<file path="src/rtl/bcd_serial_adder_ctrl.sv">
// Packed-BCD adder that reuses one digit slice, LSD first.
// One digit per cycle; result and flags held until next start.
module bcd_serial_adder_ctrl #(
    parameter int DIGITS = 4,
    parameter int IDXW   = (DIGITS > 1) ? $clog2(DIGITS) : 1
) (
    input  logic                  clk,
    input  logic                  rst,
    input  logic                  start,
    input  logic [4*DIGITS-1:0]   a,
    input  logic [4*DIGITS-1:0]   b,
    input  logic                  cin,
    output logic                  busy,
    output logic                  done,
    output logic [4*DIGITS-1:0]   sum,
    output logic                  cout,
    output logic                  err
);

    localparam int W = 4 * DIGITS;
    localparam logic [IDXW-1:0] LAST = IDXW'(DIGITS - 1);

    typedef enum logic [1:0] {
        IDLE,
        ADD,
        DONE
    } state_t;

    state_t          state_q;
    logic [W-1:0]    a_q;
    logic [W-1:0]    b_q;
    logic [W-1:0]    sum_q;
    logic [IDXW-1:0] idx_q;
    logic            carry_q;
    logic            cout_q;
    logic            err_q;
    logic            busy_q;
    logic            done_q;

    logic [3:0] slice_a;
    logic [3:0] slice_b;
    logic [4:0] slice_t;
    logic [3:0] slice_dig;
    logic       slice_cy;
    logic       bad_in;

    always_comb begin
        slice_a = '0;
        slice_b = '0;
        for (int i = 0; i < DIGITS; i++) begin
            if (idx_q == IDXW'(i)) begin
                slice_a = a_q[4*i +: 4];
                slice_b = b_q[4*i +: 4];
            end
        end
    end

    // Decimal correction: add 6 and keep low nibble when t exceeds 9.
    always_comb begin
        slice_t = {1'b0, slice_a} + {1'b0, slice_b} + {4'b0, carry_q};
        if (slice_t > 5'd9) begin
            slice_dig = slice_t[3:0] + 4'd6;
            slice_cy  = 1'b1;
        end else begin
            slice_dig = slice_t[3:0];
            slice_cy  = 1'b0;
        end
    end

    always_comb begin
        bad_in = 1'b0;
        for (int i = 0; i < DIGITS; i++) begin
            if (a[4*i +: 4] > 4'd9 || b[4*i +: 4] > 4'd9) begin
                bad_in = 1'b1;
            end
        end
    end

    always_ff @(posedge clk) begin
        if (rst) begin
            state_q <= IDLE;
            a_q     <= '0;
            b_q     <= '0;
            sum_q   <= '0;
            idx_q   <= '0;
            carry_q <= 1'b0;
            cout_q  <= 1'b0;
            err_q   <= 1'b0;
            busy_q  <= 1'b0;
            done_q  <= 1'b0;
        end else begin
            case (state_q)
                IDLE: begin
                    done_q <= 1'b0;
                    if (start) begin
                        a_q     <= a;
                        b_q     <= b;
                        carry_q <= cin;
                        idx_q   <= '0;
                        sum_q   <= '0;
                        cout_q  <= 1'b0;
                        err_q   <= bad_in;
                        busy_q  <= 1'b1;
                        state_q <= ADD;
                    end
                end
                ADD: begin
                    for (int i = 0; i < DIGITS; i++) begin
                        if (idx_q == IDXW'(i)) begin
                            sum_q[4*i +: 4] <= slice_dig;
                        end
                    end
                    carry_q <= slice_cy;
                    idx_q   <= idx_q + IDXW'(1);
                    if (idx_q == LAST) begin
                        cout_q  <= slice_cy;
                        busy_q  <= 1'b0;
                        done_q  <= 1'b1;
                        state_q <= DONE;
                    end
                end
                DONE: begin
                    done_q  <= 1'b0;
                    state_q <= IDLE;
                end
                default: begin
                    busy_q  <= 1'b0;
                    done_q  <= 1'b0;
                    state_q <= IDLE;
                end
            endcase
        end
    end

    assign busy = busy_q;
    assign done = done_q;
    assign sum  = sum_q;
    assign cout = cout_q;
    assign err  = err_q;

endmodule

</file>
<file path="config.mk">
export PLATFORM = sky130hd
export DESIGN_NAME = bcd_serial_adder_ctrl
export DESIGN_NICKNAME = d
export VERILOG_FILES = /design/src/rtl/bcd_serial_adder_ctrl.sv
export SDC_FILE = /design/constraint.sdc
export NUM_CORES = 1
export LEC_CHECK = 0
export CAP_MARGIN = 20
export CORE_MARGIN = 3
export CORE_UTILIZATION = 46
export DETAILED_ROUTE_END_ITERATION = 8
export GPL_ROUTABILITY_DRIVEN = 1
export HOLD_SLACK_MARGIN = 0.1
export PLACE_DENSITY = 0.86
export RECOVER_POWER = 100
export SYNTH_ARGS = -nofsm -noshare
export SYNTH_HDL_FRONTEND = slang
export SYNTH_SLANG_ARGS = --single-unit
</file>
<file path="constraint.sdc">
create_clock -name clk -period 4.1 [get_ports clk]
set_clock_uncertainty 0.05 [all_clocks]
set_input_delay 0.41 -clock clk [delete_from_list [all_inputs] [get_ports clk]]
set_output_delay 0.41 -clock clk [all_outputs]
set_load 0.01 [all_outputs]
</file>
# Yosys cells after proc, flatten, opt, wreduce, memory -nomap -nowiden
# Index checks and enable logic that the tools add are counted.
# W data, S select, Z words.
[word_totals] register_bits=57 input_bits=36 output_inout_bits=20 elab_cells=87
[op_classes] addsub=4 order_cmp=9 n_eq_ne=10 muxes=33 n_bitwise=2 reduce_logical=16
[ops] op="$mux W4" count=13
[ops] op="$gt A4 B4 Y1 const B" count=8
[ops] op="$pmux W16 S2" count=1
[ops] op="$mux W16" count=1
[ops] op="$reduce_and A3 Y1" count=5
[ops] op="$mux W1" count=10
[ops] op="$ne A2 B2 Y1 const B" count=5
[ops] op="$pmux W2 S2" count=2
[ops] op="$eq A2 B2 Y1 const B" count=3
[ops] op="$mux W2" count=3
[ops] op="$reduce_and A2 Y1" count=3
[ops] op="$add A4 B4 Y5" count=1
[ops] op="$add A5 B1 Y5" count=1
[ops] op="$gt A5 B4 Y1 const B" count=1
[ops] op="$add A4 B3 Y4 const B" count=1
[ops] op="$eq A2 B1 Y1 const B" count=2
[ops] op="$logic_not A2 Y1" count=2
[ops] op="$logic_or A1 B1 Y1" count=4
[ops] op="$pmux W1 S2" count=2
[ops] op="$pmux W1 S3" count=1
[ops] op="$add A2 B1 Y2 const B" count=1
[ops] op="$not A1 Y1" count=2
[ops] op="$reduce_bool A2 Y1" count=1
[ops] op="$reduce_or A2 Y1" count=1

# Longest topological paths before layout
[depth] word_depth=11 depth_mapped=17

# Worst setup path after synthesis
# Ideal clock, no wire load.
[synth_path] kind="reg-to-reg" start="register idx_q[0]" end="register sum_q[10], in the netlist sum[10]" setup_time_ns=0.092 arrival_ns=3.673 required_time_ns=3.958 setup_slack_ns=0.285 path_stages_with_launch=18 n_path_buf=1 period_less_slack_ns=3.815 path_cell_list="dfxtp_1 -> inv_1 -> ha_1 -> clkbuf_1 -> nand2_1 -> nor2_1 -> a21oi_1 -> o21ai_0 -> mux2i_1 -> fa_1 -> fa_1 -> xor2_2 -> ha_1 -> a22o_4 -> o311ai_4 -> mux2i_1 -> a21oi_1 -> o32ai_1"
[synth_via] elab_chain_cells=11
[synth_lines] element="from (decl)" line="33" rtl="logic [IDXW-1:0] idx_q;"
[synth_lines] element="from (signal assigned)" line="114" rtl="idx_q <= idx_q + IDXW'(1);"
[synth_lines] element="$logic_not A2 Y1" line="51" rtl="if (idx_q == IDXW'(i)) begin"
[synth_lines] element="$mux W4 (4 in series)" line="51"
[synth_lines] element="$add A4 B4 Y5" line="60" rtl="slice_t = {1'b0, slice_a} + {1'b0, slice_b} + {4'b0, carry_q};"
[synth_lines] element="$add A5 B1 Y5" line="60"
[synth_lines] element="$add A4 B3 Y4 / $gt A5 B4 Y1 (equally long branches)" line="62, 61"
[synth_lines] element="$mux W4" line="61" rtl="if (slice_t > 5'd9) begin"
[synth_lines] element="$mux W4" line="109" rtl="if (idx_q == IDXW'(i)) begin"
[synth_lines] element="$pmux W16 S2" line="92" rtl="case (state_q)"
[synth_lines] element="to (signal, indexed assignment)" line="110" rtl="sum_q[4*i +: 4] <= slice_dig;"
[synth_lines] element="to (decl)" line="32" rtl="logic [W-1:0] sum_q;"
# Several ways; a longest one is shown, not always the timed one. The select of a mux whose other input is x is not followed.
# A chain may end at the register's enable or synchronous reset.

# Worst setup path in the final report
[layout_path] start="register idx_q[0]" end="register sum_q[2], in the netlist sum[2]"
[layout_via] elab_chain_cells=11
[layout_lines] element="$logic_not A2 Y1" line="51, 109"
[layout_lines] element="$mux W4 (4 in series)" line="51"
[layout_lines] element="$add A4 B4 Y5" line="60"
[layout_lines] element="$add A5 B1 Y5" line="60"
[layout_lines] element="$add A4 B3 Y4 / $gt A5 B4 Y1 (equally long branches)" line="62, 61"
[layout_lines] element="$mux W4" line="61"
[layout_lines] element="$mux W4" line="109"
[layout_lines] element="$pmux W16 S2" line="92"
# Several ways; a longest one is shown, not always the timed one. The select of a mux whose other input is x is not followed.

==> impl_metrics.env <==
export IMPL_setup_viol=0
export IMPL_drive_gt1_share_pct=7.18
export IMPL_hold_violations=0
export IMPL_synthCells=351
export IMPL_rsz0062_at_grt="false"
export IMPL_fill_cells=511
export IMPL_yosysMostFrequentCell="nand2_1"
export IMPL_ys_warnings_count=0
export IMPL_yosysSeqAreaShare_pct=41.5
export IMPL_dr_pass1_iters=4
export IMPL_maxSlewHeadroom_pct=-21.3
export IMPL_cp_required_ns=4.29
export IMPL_wire_per_inst_um=13.5
export IMPL_dieArea_mm2=0.00694
export IMPL_ctsHtreeMaxLevel=3
export IMPL_synth_fp_nets=397
export IMPL_crit_path_top_delay_cell="fa_1"
export IMPL_violations="max-capacitance violations, max-slew violations"
export IMPL_tritoncts="done"
export IMPL_dr_first_iter_drc_count=125
export IMPL_port_buffers=55
export IMPL_rr_worst_depth=16
export IMPL_tns_ns=0
export IMPL_post_cts_buffers=0
export IMPL_maxCapViolCount=1
export IMPL_synth_edf_count=0
export IMPL_p_per_area_mw_per_mm2=406
export IMPL_synth_ff_type="dfxtp_1"
export IMPL_cts_root_buf="clkbuf_8"
export IMPL_slowest_delay_ns=0.41
export IMPL_dp_hpwl_um=4690
export IMPL_synth_top_family_by_area="simple AND/OR/NAND/NOR gates"
export IMPL_grt_usage_pct=19.5
export IMPL_finish_instance_area_mm2=0.00347
export IMPL_slew_viol_final=35
export IMPL_period_share_pct=94.7
export IMPL_die_x_um=83.3
export IMPL_synthMuxAreaShare_pct=1.46
export IMPL_path_cells="inv_1 -> ha_1 -> nand2_1 -> nor2_1 -> a21oi_1 -> o21ai_0 -> mux2i_1 -> fa_1 -> fa_2 -> xor2_2 -> ha_1 -> a22o_4 -> o311ai_4 -> mux2i_2 -> a21oi_1 -> o32ai_1"
export IMPL_critPathKind="flop to flop"
export IMPL_synth_cell_types=37
export IMPL_cp_arrival_ns=4.08
export IMPL_clockBufferDepth=2
export IMPL_synth_simple_area_share_pct=22.4
export IMPL_gp_congestion=0.911
export IMPL_power_total_mw=1.41
export IMPL_synth_area_leaders="dfxtp_1 42%, nand2_1 12%, a21oi_1 12%, ha_1 3.6%, nor2_1 3.6%"
export IMPL_syn_avg_cell_area_um2=7.83
export IMPL_start_kind="flop"
export IMPL_synth_compound_area_share_pct=22.0
export IMPL_crit_path_end_kind="flop"
export IMPL_grt_antenna_before_repair=0
export IMPL_leakage_nw=1.35
export IMPL_async_reset_ff_share_pct=0
export IMPL_syn_to_final_growth_pct=26.2
export IMPL_synth_top_area_cell="dfxtp_1"
export IMPL_post_cts_resized=0
export IMPL_cts_sinks=57
export IMPL_grt_overflow_total=0
export IMPL_ios=56
export IMPL_nNetsFinal=446
export IMPL_synth_ff_latch_count=57
export IMPL_worst_path_max_fanout=5
export IMPL_path_clk_slew_ns=0.06
export IMPL_vias=2537
export IMPL_remaining_drc_errors=0
export IMPL_ant_nets=0
export IMPL_yosys_area_top_type_share_pct=41.5
export IMPL_cts_hold_buffers=0
export IMPL_initial_core_util_pct=48.7
export IMPL_hold_class="flop to flop"
export IMPL_synthesis_area_mm2=0.00275
export IMPL_grt_max_degree=58
export IMPL_yosys_top_cells_count="89 x nand2_1, 64 x a21oi_1, 57 x dfxtp_1, 26 x nor2_1, 16 x clkbuf_1"
export IMPL_core_area_mm2=0.00564
export IMPL_grt_pass1_vias=2449
export IMPL_synthAdderAreaFrac_pct=5.10
export IMPL_vdd_drop_max_mv=0.302
export IMPL_routed_wl_um=6450
export IMPL_vias_per_cell=5.33
export IMPL_die_h_um=83.3
export IMPL_min_path_cells=2
export IMPL_insertion_delay_ns=0.34
export IMPL_place_area_mm2=0.00328
export IMPL_min_period_ns=3.88
export IMPL_fmax_ghz=0.258
export IMPL_tightest_slew_ns=1.82
export IMPL_synth_xor_area_share_pct=0.911
export IMPL_diodes=0
export IMPL_numCtsBuffers=9
export IMPL_rows=27
export IMPL_status="finished, violations left"
export IMPL_grt_pass1_wl_um=10800
==> metal layers <==
| metal | GRT usage [%] | vias to the layer above | part of all wire (%) |
|---|---|---|---|
| met2 | 32.6 | 75 | 50 |
| met5 | 0 | - | 0 |
| li1 | - | 1279 | - |
| met1 | 21.4 | 1168 | 41 |
| met4 | 9.81 | 0 | 2.4 |
| met3 | 7.54 | 15 | 6.8 |
==> flip-flops by register name (all words and copies together), names as in the netlist <==
| name | flops |
|---|---|
| state_q | 2 |
| a_q | 16 |
| idx_q | 2 |
| busy | 1 |
| err | 1 |
| done | 1 |
| carry_q | 1 |
| sum | 16 |
| cout | 1 |
| b_q | 16 |
==> cell type report <==
class                      instances  area, um2  share of cell area (%)
inverter                          10       37.5                    1.08
clock buffer                      12        155                    4.47
multi-input combinational        262       1430                    41.2
timing repair buffer              60        576                    16.6
sequential                        57       1140                    32.9
tap                               72       90.1                    2.60
clock inverter                     3       40.0                    1.15
==> placed cells by master (no fill, tap or decap), drive strengths merged, types with 10 or more instances in the layout <==
master          n
nand2          89
a21oi          64
dfxtp          57
clkdlybuf4s50  33
nor2           28
o21ai          28
dlygate4sd3    21
clkbuf         14
nand3b         12
inv            10
==> where the power goes <==
group          switching [mW]  leakage (nW)  total, mW  internal [mW]
clock                   0.212         0.102      0.520          0.308
combinational           0.154         0.778      0.279          0.125
sequential             0.0197         0.466      0.607          0.587
total                   0.386          1.35       1.41           1.02
==> final timing paths <==
path	start	to	slack, ns
worst min register to register	sum[8]$_SDFFE_PP0P_	sum[8]$_SDFFE_PP0P_	0.40
worst min-delay path	sum[8]$_SDFFE_PP0P_	sum[8]$_SDFFE_PP0P_	0.40
worst max-delay path	idx_q[0]$_SDFFE_PP0P_	sum[2]$_SDFFE_PP0P_	0.22
worst max register to register	idx_q[0]$_SDFFE_PP0P_	sum[2]$_SDFFE_PP0P_	0.22
==> per-stage QoR <==
stage / utilization [%] / cells / setup WS (ns) / hold slack [ns]
floorplan: - / 351 / 0.285 / 0.383
global placement: 58.1 / 461 / 0.332 / 0.393
detailed placement: 58.1 / 461 / 0.153 / 0.398
CTS: 61.6 / 476 / 0.130 / 0.407
global route: 61.5 / 476 / 0.00294 / 0.425
finish: 61.5 / 476 / 0.217 / 0.404
==> critical path: cells and delay by family, from the launching register on <==
kind            cells  cell delay, ns
buf+inv             1            0.10
compound gates      6            1.19
simple gates        2            0.18
fa+ha+maj           4            1.24
mux                 2            0.48
xor+xnor            1            0.21
flops               1            0.35
==> cell families (layout without fill, tap and decap cells) <==
logic type      count (synthesis)  in the layout
compound gates                105            105
xor+xnor                        2              2
fa+ha+maj                      10             10
buf+inv                        32             85
flops                          57             57
mux                             4              4
simple gates                  141            141
Power figures use the tool's default switching activity.
